--- config.mk ---
export PLATFORM = sky130hd
export DESIGN_NAME = wide_add_sequencer
export DESIGN_NICKNAME = d
export VERILOG_FILES = /design/src/rtl/wide_add_pkg.sv /design/src/rtl/full_tree_carry_generator.sv /design/src/rtl/wide_add_sequencer.sv
export SDC_FILE = /design/constraint.sdc
export NUM_CORES = 1
export LEC_CHECK = 0
export CAP_MARGIN = 20
export CORE_ASPECT_RATIO = 2
export CORE_MARGIN = 2
export CORE_UTILIZATION = 47
export DETAILED_ROUTE_END_ITERATION = 16
export PLACE_DENSITY = 0.77
export SLEW_MARGIN = 40
export SYNTH_ARGS = -nofsm -noshare
export SYNTH_HDL_FRONTEND = slang
export SYNTH_HIERARCHICAL = 1
export SYNTH_SLANG_ARGS = --single-unit
--- constraint.sdc ---
create_clock -name clk -period 13.5 [get_ports clk]
set_input_delay 2.7 -clock clk [delete_from_list [all_inputs] [get_ports clk]]
set_output_delay 2.7 -clock clk [all_outputs]
set_load 0.02 [all_outputs]
--- src/rtl/wide_add_pkg.sv ---
// Shared types and helpers for the wide add/subtract sequencer.
package wide_add_pkg;

  typedef enum logic [1:0] {
    IDLE = 2'd0,
    RUN  = 2'd1,
    DONE = 2'd2
  } wide_add_state_t;

  // Chunk counter width; a single-chunk build still gets a 1-bit counter.
  function automatic int unsigned cnt_width(input int unsigned n_chunks);
    return (n_chunks > 1) ? $clog2(n_chunks) : 1;
  endfunction

endpackage

--- src/rtl/full_tree_carry_generator.sv ---
// Parallel-prefix carry generator: every carry of an N_BIT add in log2(N_BIT) levels.
module full_tree_carry_generator #(
  parameter int unsigned N_BIT = 32
) (
  input  logic [N_BIT-1:0] a,
  input  logic [N_BIT-1:0] b,
  input  logic             carry_in,
  output logic [N_BIT-1:0] p,
  output logic [N_BIT:0]   carry_vector
);

  assign p = a ^ b;

  // carry_in is folded into bit 0's generate so the prefix tree yields true carries.
  always_comb begin
    logic [N_BIT-1:0] g_t;
    logic [N_BIT-1:0] p_t;
    g_t = (a & b) | {{(N_BIT-1){1'b0}}, p[0] & carry_in};
    p_t = p;
    for (int d = 1; d < int'(N_BIT); d = d * 2) begin
      for (int i = int'(N_BIT) - 1; i >= d; i--) begin
        g_t[i] = g_t[i] | (p_t[i] & g_t[i-d]);
        p_t[i] = p_t[i] & p_t[i-d];
      end
    end
    carry_vector = {g_t, carry_in};
  end

endmodule

--- src/rtl/wide_add_sequencer.sv ---
// Wide adder/subtractor that walks N_CHUNKS chunks, LSB first, through one
// narrow carry generator, with valid/ready handshakes on both sides.
module wide_add_sequencer
  import wide_add_pkg::*;
#(
  parameter int unsigned N_BIT    = 32,
  parameter int unsigned N_CHUNKS = 4
) (
  input  logic                      clk,
  input  logic                      rst,
  input  logic                      in_valid,
  output logic                      in_ready,
  input  logic [N_BIT*N_CHUNKS-1:0] operand_1,
  input  logic [N_BIT*N_CHUNKS-1:0] operand_2,
  input  logic                      carry_in,
  input  logic                      subtract,
  output logic                      out_valid,
  input  logic                      out_ready,
  output logic [N_BIT*N_CHUNKS-1:0] sum,
  output logic                      carry_out,
  output logic                      overflow
);

  localparam int unsigned W     = N_BIT * N_CHUNKS;
  localparam int unsigned CNT_W = cnt_width(N_CHUNKS);
  localparam logic [CNT_W-1:0] LAST_CHUNK = CNT_W'(N_CHUNKS - 1);

  wide_add_state_t  state_q, state_d;
  logic [W-1:0]     op1_q, op1_d;
  logic [W-1:0]     op2_q, op2_d;
  logic [W-1:0]     res_q, res_d;
  logic             carry_q, carry_d;
  logic             ovf_q, ovf_d;
  logic [CNT_W-1:0] cnt_q, cnt_d;

  logic [N_BIT-1:0] chunk_p;
  logic [N_BIT:0]   chunk_cv;
  logic [N_BIT-1:0] chunk_sum;

  full_tree_carry_generator #(.N_BIT(N_BIT)) u_carry_gen (
    .a            (op1_q[N_BIT-1:0]),
    .b            (op2_q[N_BIT-1:0]),
    .carry_in     (carry_q),
    .p            (chunk_p),
    .carry_vector (chunk_cv)
  );

  assign chunk_sum = chunk_p ^ chunk_cv[N_BIT-1:0];

  always_ff @(posedge clk or posedge rst) begin
    if (rst) begin
      state_q <= IDLE;
      op1_q   <= '0;
      op2_q   <= '0;
      res_q   <= '0;
      carry_q <= 1'b0;
      ovf_q   <= 1'b0;
      cnt_q   <= '0;
    end else begin
      state_q <= state_d;
      op1_q   <= op1_d;
      op2_q   <= op2_d;
      res_q   <= res_d;
      carry_q <= carry_d;
      ovf_q   <= ovf_d;
      cnt_q   <= cnt_d;
    end
  end

  // Subtraction is a + ~b + 1: operand_2 is inverted at capture and the carry seeded with 1.
  always_comb begin
    state_d = state_q;
    op1_d   = op1_q;
    op2_d   = op2_q;
    res_d   = res_q;
    carry_d = carry_q;
    ovf_d   = ovf_q;
    cnt_d   = cnt_q;
    unique case (state_q)
      IDLE: begin
        if (in_valid) begin
          op1_d   = operand_1;
          op2_d   = subtract ? ~operand_2 : operand_2;
          carry_d = subtract ? 1'b1 : carry_in;
          cnt_d   = '0;
          state_d = RUN;
        end
      end
      RUN: begin
        op1_d   = op1_q >> N_BIT;
        op2_d   = op2_q >> N_BIT;
        res_d   = W'({chunk_sum, res_q} >> N_BIT);
        carry_d = chunk_cv[N_BIT];
        cnt_d   = cnt_q + CNT_W'(1);
        if (cnt_q == LAST_CHUNK) begin
          ovf_d   = chunk_cv[N_BIT-1] ^ chunk_cv[N_BIT];
          state_d = DONE;
        end
      end
      DONE: begin
        if (out_ready) state_d = IDLE;
      end
      default: state_d = IDLE;
    endcase
  end

  assign in_ready  = (state_q == IDLE);
  assign out_valid = (state_q == DONE);
  assign sum       = res_q;
  assign carry_out = carry_q;
  assign overflow  = ovf_q;

endmodule

==> summary.txt, run 1 <==
Synthesis
  – Gate Count Post-Synth: 2042
  – Synth Net Count: 2337
  – Syn avg cell area: 9.42 sq um
  – Yosys reg bits: 390
  – Area contributors post-synth: dfrtp_1, nand2_1, xnor2_1, and3b_1, a21oi_1
  – Post-synth EDFFs: 0
  – Synthesized cell area: 0.0192 sq mm
  – Synth warnings: 6
  – Synth cell types: 63
  – Ys flop type: dfrtp_1
  – Part of the Yosys area used for sequential elements: 50.7%
  – Post-synth top area cell: dfrtp_1
  – Yosys top cell area share: 50.7%
  – Async S/R FF share, synth: 100%

Floorplan
  – Placement row count: 104
  – Initial Utilization: 47.7%
  – Core box area: 0.0403 sq mm
  – IO Pins: 394
  – DIE WIDTH: 147 um
  – Die area: 0.0427 sq mm
  – Die height: 290 um

CTS
  – TritonCTS clock tree: built
  – CTS Buf Count: 36
  – Worst-skew pair later-pin latency: 0.54 ns
  – Setup Buffers After CTS: 0
  – CTS Buffer Depth: 3
  – Clock transition at path regs: 0.06 ns
  – Post_cts resized: 0
  – Clock sink total: 390
  – CTS Hold Bufs: 0
  – CTS HTree Levels: 2
  – Root buf cell: clkbuf_16

Finish
  – Fin cells: 2907
  – Layout cells sized above 1: 4.52%
  – Commonest non-fill, non-tap cell in the layout: nand2_1
  – Area grow syn2layout: 28.2%
  – Final net count: 2636
  – Commonest cells after routing, fill and taps aside: nand2_1, clkdlybuf4s50_1, dfrtp_1

Drt
  – Total number of vias: 16000
  – Via density: 5.51
  – Post-route ant nets: 0
  – DRC: 0
  – WL/cell: 19.5 um
  – Total wire length: 56800 um
  – First-pass iteration count of the detailed router: 5
  – Drt initial violations: 1035

STA
  – Peak Freq: 0.180 GHz
  – Slew Limit Fails: 0
  – Final period util: 41.2%
  – Final Hold Viols: 0
  – Final min period: 5.56 ns
  – Slew headroom: 46.9%
  – Worst-Margin Slew: 0.797 ns
  – Unrepaired setup endpoints after global routing: no
  – Setup TNS: 0 ns
  – # setup viols final: 0
  – Setup Skew: 0.0145 ns

Worst setup path
  – Critical path class: flop to primary output
  – Crit start category: flop
  – Setup crit end kind: primary output
  – CP arrival: 2.86 ns
  – Crit path max fanout: 61
  – Worst EP required: 10.80 ns

Global route
  – Global-route wire length before repair: 88100 um
  – Vias in the first global route: 16200
  – Largest net degree at the start of global routing: 116
  – Initial antenna violation count: 10
  – Total track usage: 26.1%
  – Remaining Overflow, GRT: 0

Flow run
  – Number of max-cap violations: 0

Placed design
  – Hpwl dp: 40800 um
  – Routability cong.: 0.908
  – Post-Place Cells: 2833
  – IO Port Bufs: 393

Hold path
  – Hold/Removal Path Class: flop to flop

Power
  – Worst vdd ir: 0.000131 V
  – LEAKAGE: 11.2 nW
  – Pwr dens: 231 mW/mm^2

Status
  – Outcome: finished clean
worst max-delay path: stages (launching register included):
cell and delay (ns):
dfrtp_4 0.80, buf_4 0.64, nor2_1 0.25, clkdlybuf4s50_1 0.60
registers in the layout, indices dropped and copies added (netlist names):
name,flops
carry_out,1
cnt_q,2
op1_q,128
op2_q,128
overflow,1
state_q,2
sum,128
layer usage:
metal  routed length (um)  part of all wire [%]  GRT usage [%]
met1                20900                    37           30.1
met2                29400                    52           45.3
met3                 2400                   4.2           2.59
met4                 4080                   7.2           18.2
met5                    0                     0              0
cells by family (layout without fill, tap and decap cells):
logic type	Yosys count	in the layout	synth area share [%]
simple gates	775	775	18.3
compound gates	520	520	17.4
flops	390	390	50.7
buf+inv	163	488	4.07
xor+xnor	161	161	7.33
fa+ha+maj	33	33	2.15
other cells	0	10	0
layout make-up:
type | instances | area, sq um
fill | 3406 | 15700
sequential | 390 | 9770
multi-input combinational | 1489 | 8720
timing repair buffer | 416 | 4260
clock buffer | 44 | 962
tap | 530 | 663
clock inverter | 20 | 219
inverter | 8 | 33.8
antenna | 10 | 25.0
worst paths after layout:
path | start | slack [ns] | cells past startpoint | endpoint
max in group asynchronous | rst | 9.45 | 6 | sum[33]
worst min register to register | sum[0] | 0.47 | 2 | sum[0]
min in group asynchronous | rst | 2.50 | 2 | sum[27]
worst max register to register | state_q[1] | 9.77 | 5 | sum[119]
worst min-delay path | sum[0] | 0.47 | 2 | sum[0]
worst max-delay path | state_q[1] | 7.94 | 3 | in_ready
per-stage QoR:
step / setup WS, ns / hold slack, ns / area, sq um / power (mW) / utilization, %
final: 7.94 / 0.472 / 24700 / 5.69 / 61.1
after global routing: 7.82 / 0.495 / 24700 / 6.06 / 61.1
after CTS: 7.95 / 0.476 / 24600 / 5.71 / 61.0
after detailed placement: 8.43 / 0.461 / 23400 / 4.66 / 58.1
after global placement: 8.23 / 0.456 / 23200 / 4.54 / 57.6
after floorplan: 5.55 / 0.450 / 19200 / 3.70 / -
cell usage after synthesis, types with 5 or more instances:
master,number
a21o_1,20
a21oi_1,120
a22o_1,34
a22oi_1,58
and3b_1,96
buf_2,80
buf_4,5
buf_6,7
clkbuf_1,60
dfrtp_1,390
ha_1,33
inv_1,7
nand2_1,631
nand3_1,5
nand4_1,5
nor2_1,12
o211ai_1,7
o21ai_0,107
o21ai_1,72
o221ai_1,67
xnor2_1,132
xor2_1,29
power breakdown:
part / total, mW / internal [mW] / leakage (nW) / switching, mW
sequential: 2.04 / 1.65 / 5.03 / 0.392
combinational: 2.61 / 1.07 / 5.64 / 1.54
clock: 1.04 / 0.589 / 0.580 / 0.446
total: 5.69 / 3.31 / 11.2 / 2.38
(Power assumes the default switching activity.)
==> run 2: changes to the inputs <==
- clock period: 13.5 -> 5 ns (I/O delays scaled with it)
==> summary.txt, run 2 (synthesis results as in run 1) <==
Drt
  – Drt initial violations: 949 (was 1035)
  – M1 wire length: 21600 um (was 20900 um)
  – WL met2: 30500 um (was 29400 um)
  – Total wire length: 59400 um (was 56800 um)
  – Top sig layer: met4 (unchanged)
  – Post-route ant nets: 0 (unchanged)
  – WL/cell: 20.4 um (was 19.5 um)
  – Met3 wire len: 2880 um (was 2400 um)
  – First-pass iteration count of the detailed router: 6 (was 5)
  – Total number of vias: 16400 (was 16000)
  – DRC: 0 (unchanged)
  – Via density: 5.61 (was 5.51)

Worst setup path
  – Worst EP required: 4.00 ns (was 10.80 ns)
  – Setup crit end kind: primary output (unchanged)
  – Crit path largest cell delay: 0.70 ns (was 0.80 ns)
  – CP arrival: 2.42 ns (was 2.86 ns)
  – Crit start category: flop (unchanged)
  – Crit-path leading delay family: flip-flops (was buffers and inverters)
  – Slowest cell on crit path: dfrtp_4 (unchanged)
  – Crit path max fanout: 64 (was 61)
  – Critical path class: flop to primary output (unchanged)
  – Crit path buffers/inverters: 1 (was 2)
  – CP cell instances: nor2_1, clkdlybuf4s50_1 (was buf_4, nor2_1, clkdlybuf4s50_1)

Floorplan
  – IO Pins: 394 (unchanged)
  – Die height: 290 um (unchanged)
  – Core box area: 0.0403 sq mm (unchanged)
  – DIE WIDTH: 147 um (unchanged)
  – Die area: 0.0427 sq mm (unchanged)
  – Placement row count: 104 (unchanged)
  – Initial Utilization: 47.7% (unchanged)

Finish
  – Multi-input combinational cell area: 0.00872 sq mm (unchanged)
  – Area grow syn2layout: 28.4% (was 28.2%)
  – Layout cells sized above 1: 4.81% (was 4.52%)
  – Fin cells: 2914 (was 2907)
  – Final net count: 2641 (was 2636)
  – Storage element area: 0.00977 sq mm (unchanged)
  – Commonest non-fill, non-tap cell in the layout: nand2_1 (unchanged)
  – Commonest cells after routing, fill and taps aside: nand2_1, clkdlybuf4s50_1, dfrtp_1 (unchanged)
  – Design area: 0.0247 sq mm (about the same)
  – FILL cells: 3435 (was 3406)

CTS
  – Root buf cell: clkbuf_16 (unchanged)
  – CTS Buffer Depth: 3 (unchanged)
  – CTS HTree Levels: 2 (unchanged)
  – TritonCTS clock tree: built (unchanged)
  – Clock sink total: 390 (unchanged)
  – Worst-skew pair later-pin latency: 0.54 ns (about the same)
  – Post_cts resized: 0 (unchanged)
  – CTS Hold Bufs: 0 (unchanged)
  – Clock transition at path regs: 0.07 ns (was 0.06 ns)
  – Setup Buffers After CTS: 0 (unchanged)
  – CTS Buf Count: 36 (unchanged)

STA
  – Setup Skew: 0.0212 ns (was 0.0145 ns)
  – Hold Slack: 0.472 ns (about the same)
  – Final Hold Viols: 0 (unchanged)
  – Worst-Margin Slew: 0.817 ns (was 0.797 ns)
  – Peak Freq: 0.292 GHz
  – Slew headroom: 45.5% (was 46.9%)
  – Slew Limit Fails: 0 (unchanged)
  – Final min period: 3.42 ns
  – Unrepaired setup endpoints after global routing: no (unchanged)
  – Final period util: 68.4%
  – # setup viols final: 0 (unchanged)

Global route
  – Vias in the first global route: 16300 (was 16200)
  – Initial antenna violation count: 12 (was 10)
  – Total track usage: 27.3% (was 26.1%)
  – Largest net degree at the start of global routing: 135 (was 116)
  – Remaining Overflow, GRT: 0 (unchanged)
  – Global-route wire length before repair: 91200 um (was 88100 um)

Placed design
  – Routability cong.: 0.971 (was 0.908)
  – Post-Place Cells: 2838 (was 2833)
  – DP Area: 0.0235 sq mm (was 0.0234 sq mm)
  – IO Port Bufs: 393 (unchanged)
  – Hpwl dp: 42600 um (was 40800 um)

Power
  – Total power: 15.5 mW (was 5.69 mW)
  – Worst vdd ir: 0.000339 V (was 0.000131 V)
  – Pwr dens: 628 mW/mm^2 (was 231 mW/mm^2)
  – LEAKAGE: 11.3 nW (was 11.2 nW)

Flow run
  – Number of max-cap violations: 0 (unchanged)

Status
  – Outcome: finished clean (unchanged)

Hold path
  – Hold/Removal Path Class: flop to flop (unchanged)
-- run 2: per-stage QoR --
stage	util, %	worst slack [ns]	setup TNS, ns
CTS	61.2	1.56	0
detailed placement	58.1	2.01	0
floorplan	-	-1.25	-485.90
global placement	57.9	2.01	0
finish	61.2	1.58	0
global route	61.2	1.50	0
-- run 2: final cells by class --
class                   instances  area share, %
flip-flops and latches        390           39.5
multi-input cells            1489           35.3
inverters                       8          0.137
well taps                     530           2.68
diodes                         13          0.132
clock inverters                19          0.912
clock buffers                  44           4.02
repair buffers                421           17.3
-- run 2: tightest hold or removal path, stage by stage (launching register included) --
cell and delay (ns):
dfrtp_1 0.34, nand2_1 0.05, nand2_1 0.05
-- run 2: per-layer routing --
metal  global-route usage, %  up-vias
met4                    19.0        0
met1                    30.9     7876
met5                       0        -
li1                        -     7620
met2                    47.6      674
met3                    2.94      180
-- run 2: worst paths after layout --
check	from	end	slack, ns	depth (start not counted)
max	state_q[0]	in_ready	1.58	2
min	sum[29]	sum[29]	0.47	2
max reg2reg	op2_q[2]	sum[121]	1.86	9
min reg2reg	sum[29]	sum[29]	0.47	2
max in group asynchronous	rst	sum[96]	2.99	4
min in group asynchronous	rst	sum[28]	0.88	2
-- run 2: power by group --
group | internal (mW) | switching, mW | leakage [nW]
logic | 2.90 | 4.25 | 5.65
clock network | 1.64 | 1.23 | 0.600
registers | 4.46 | 1.05 | 5.03
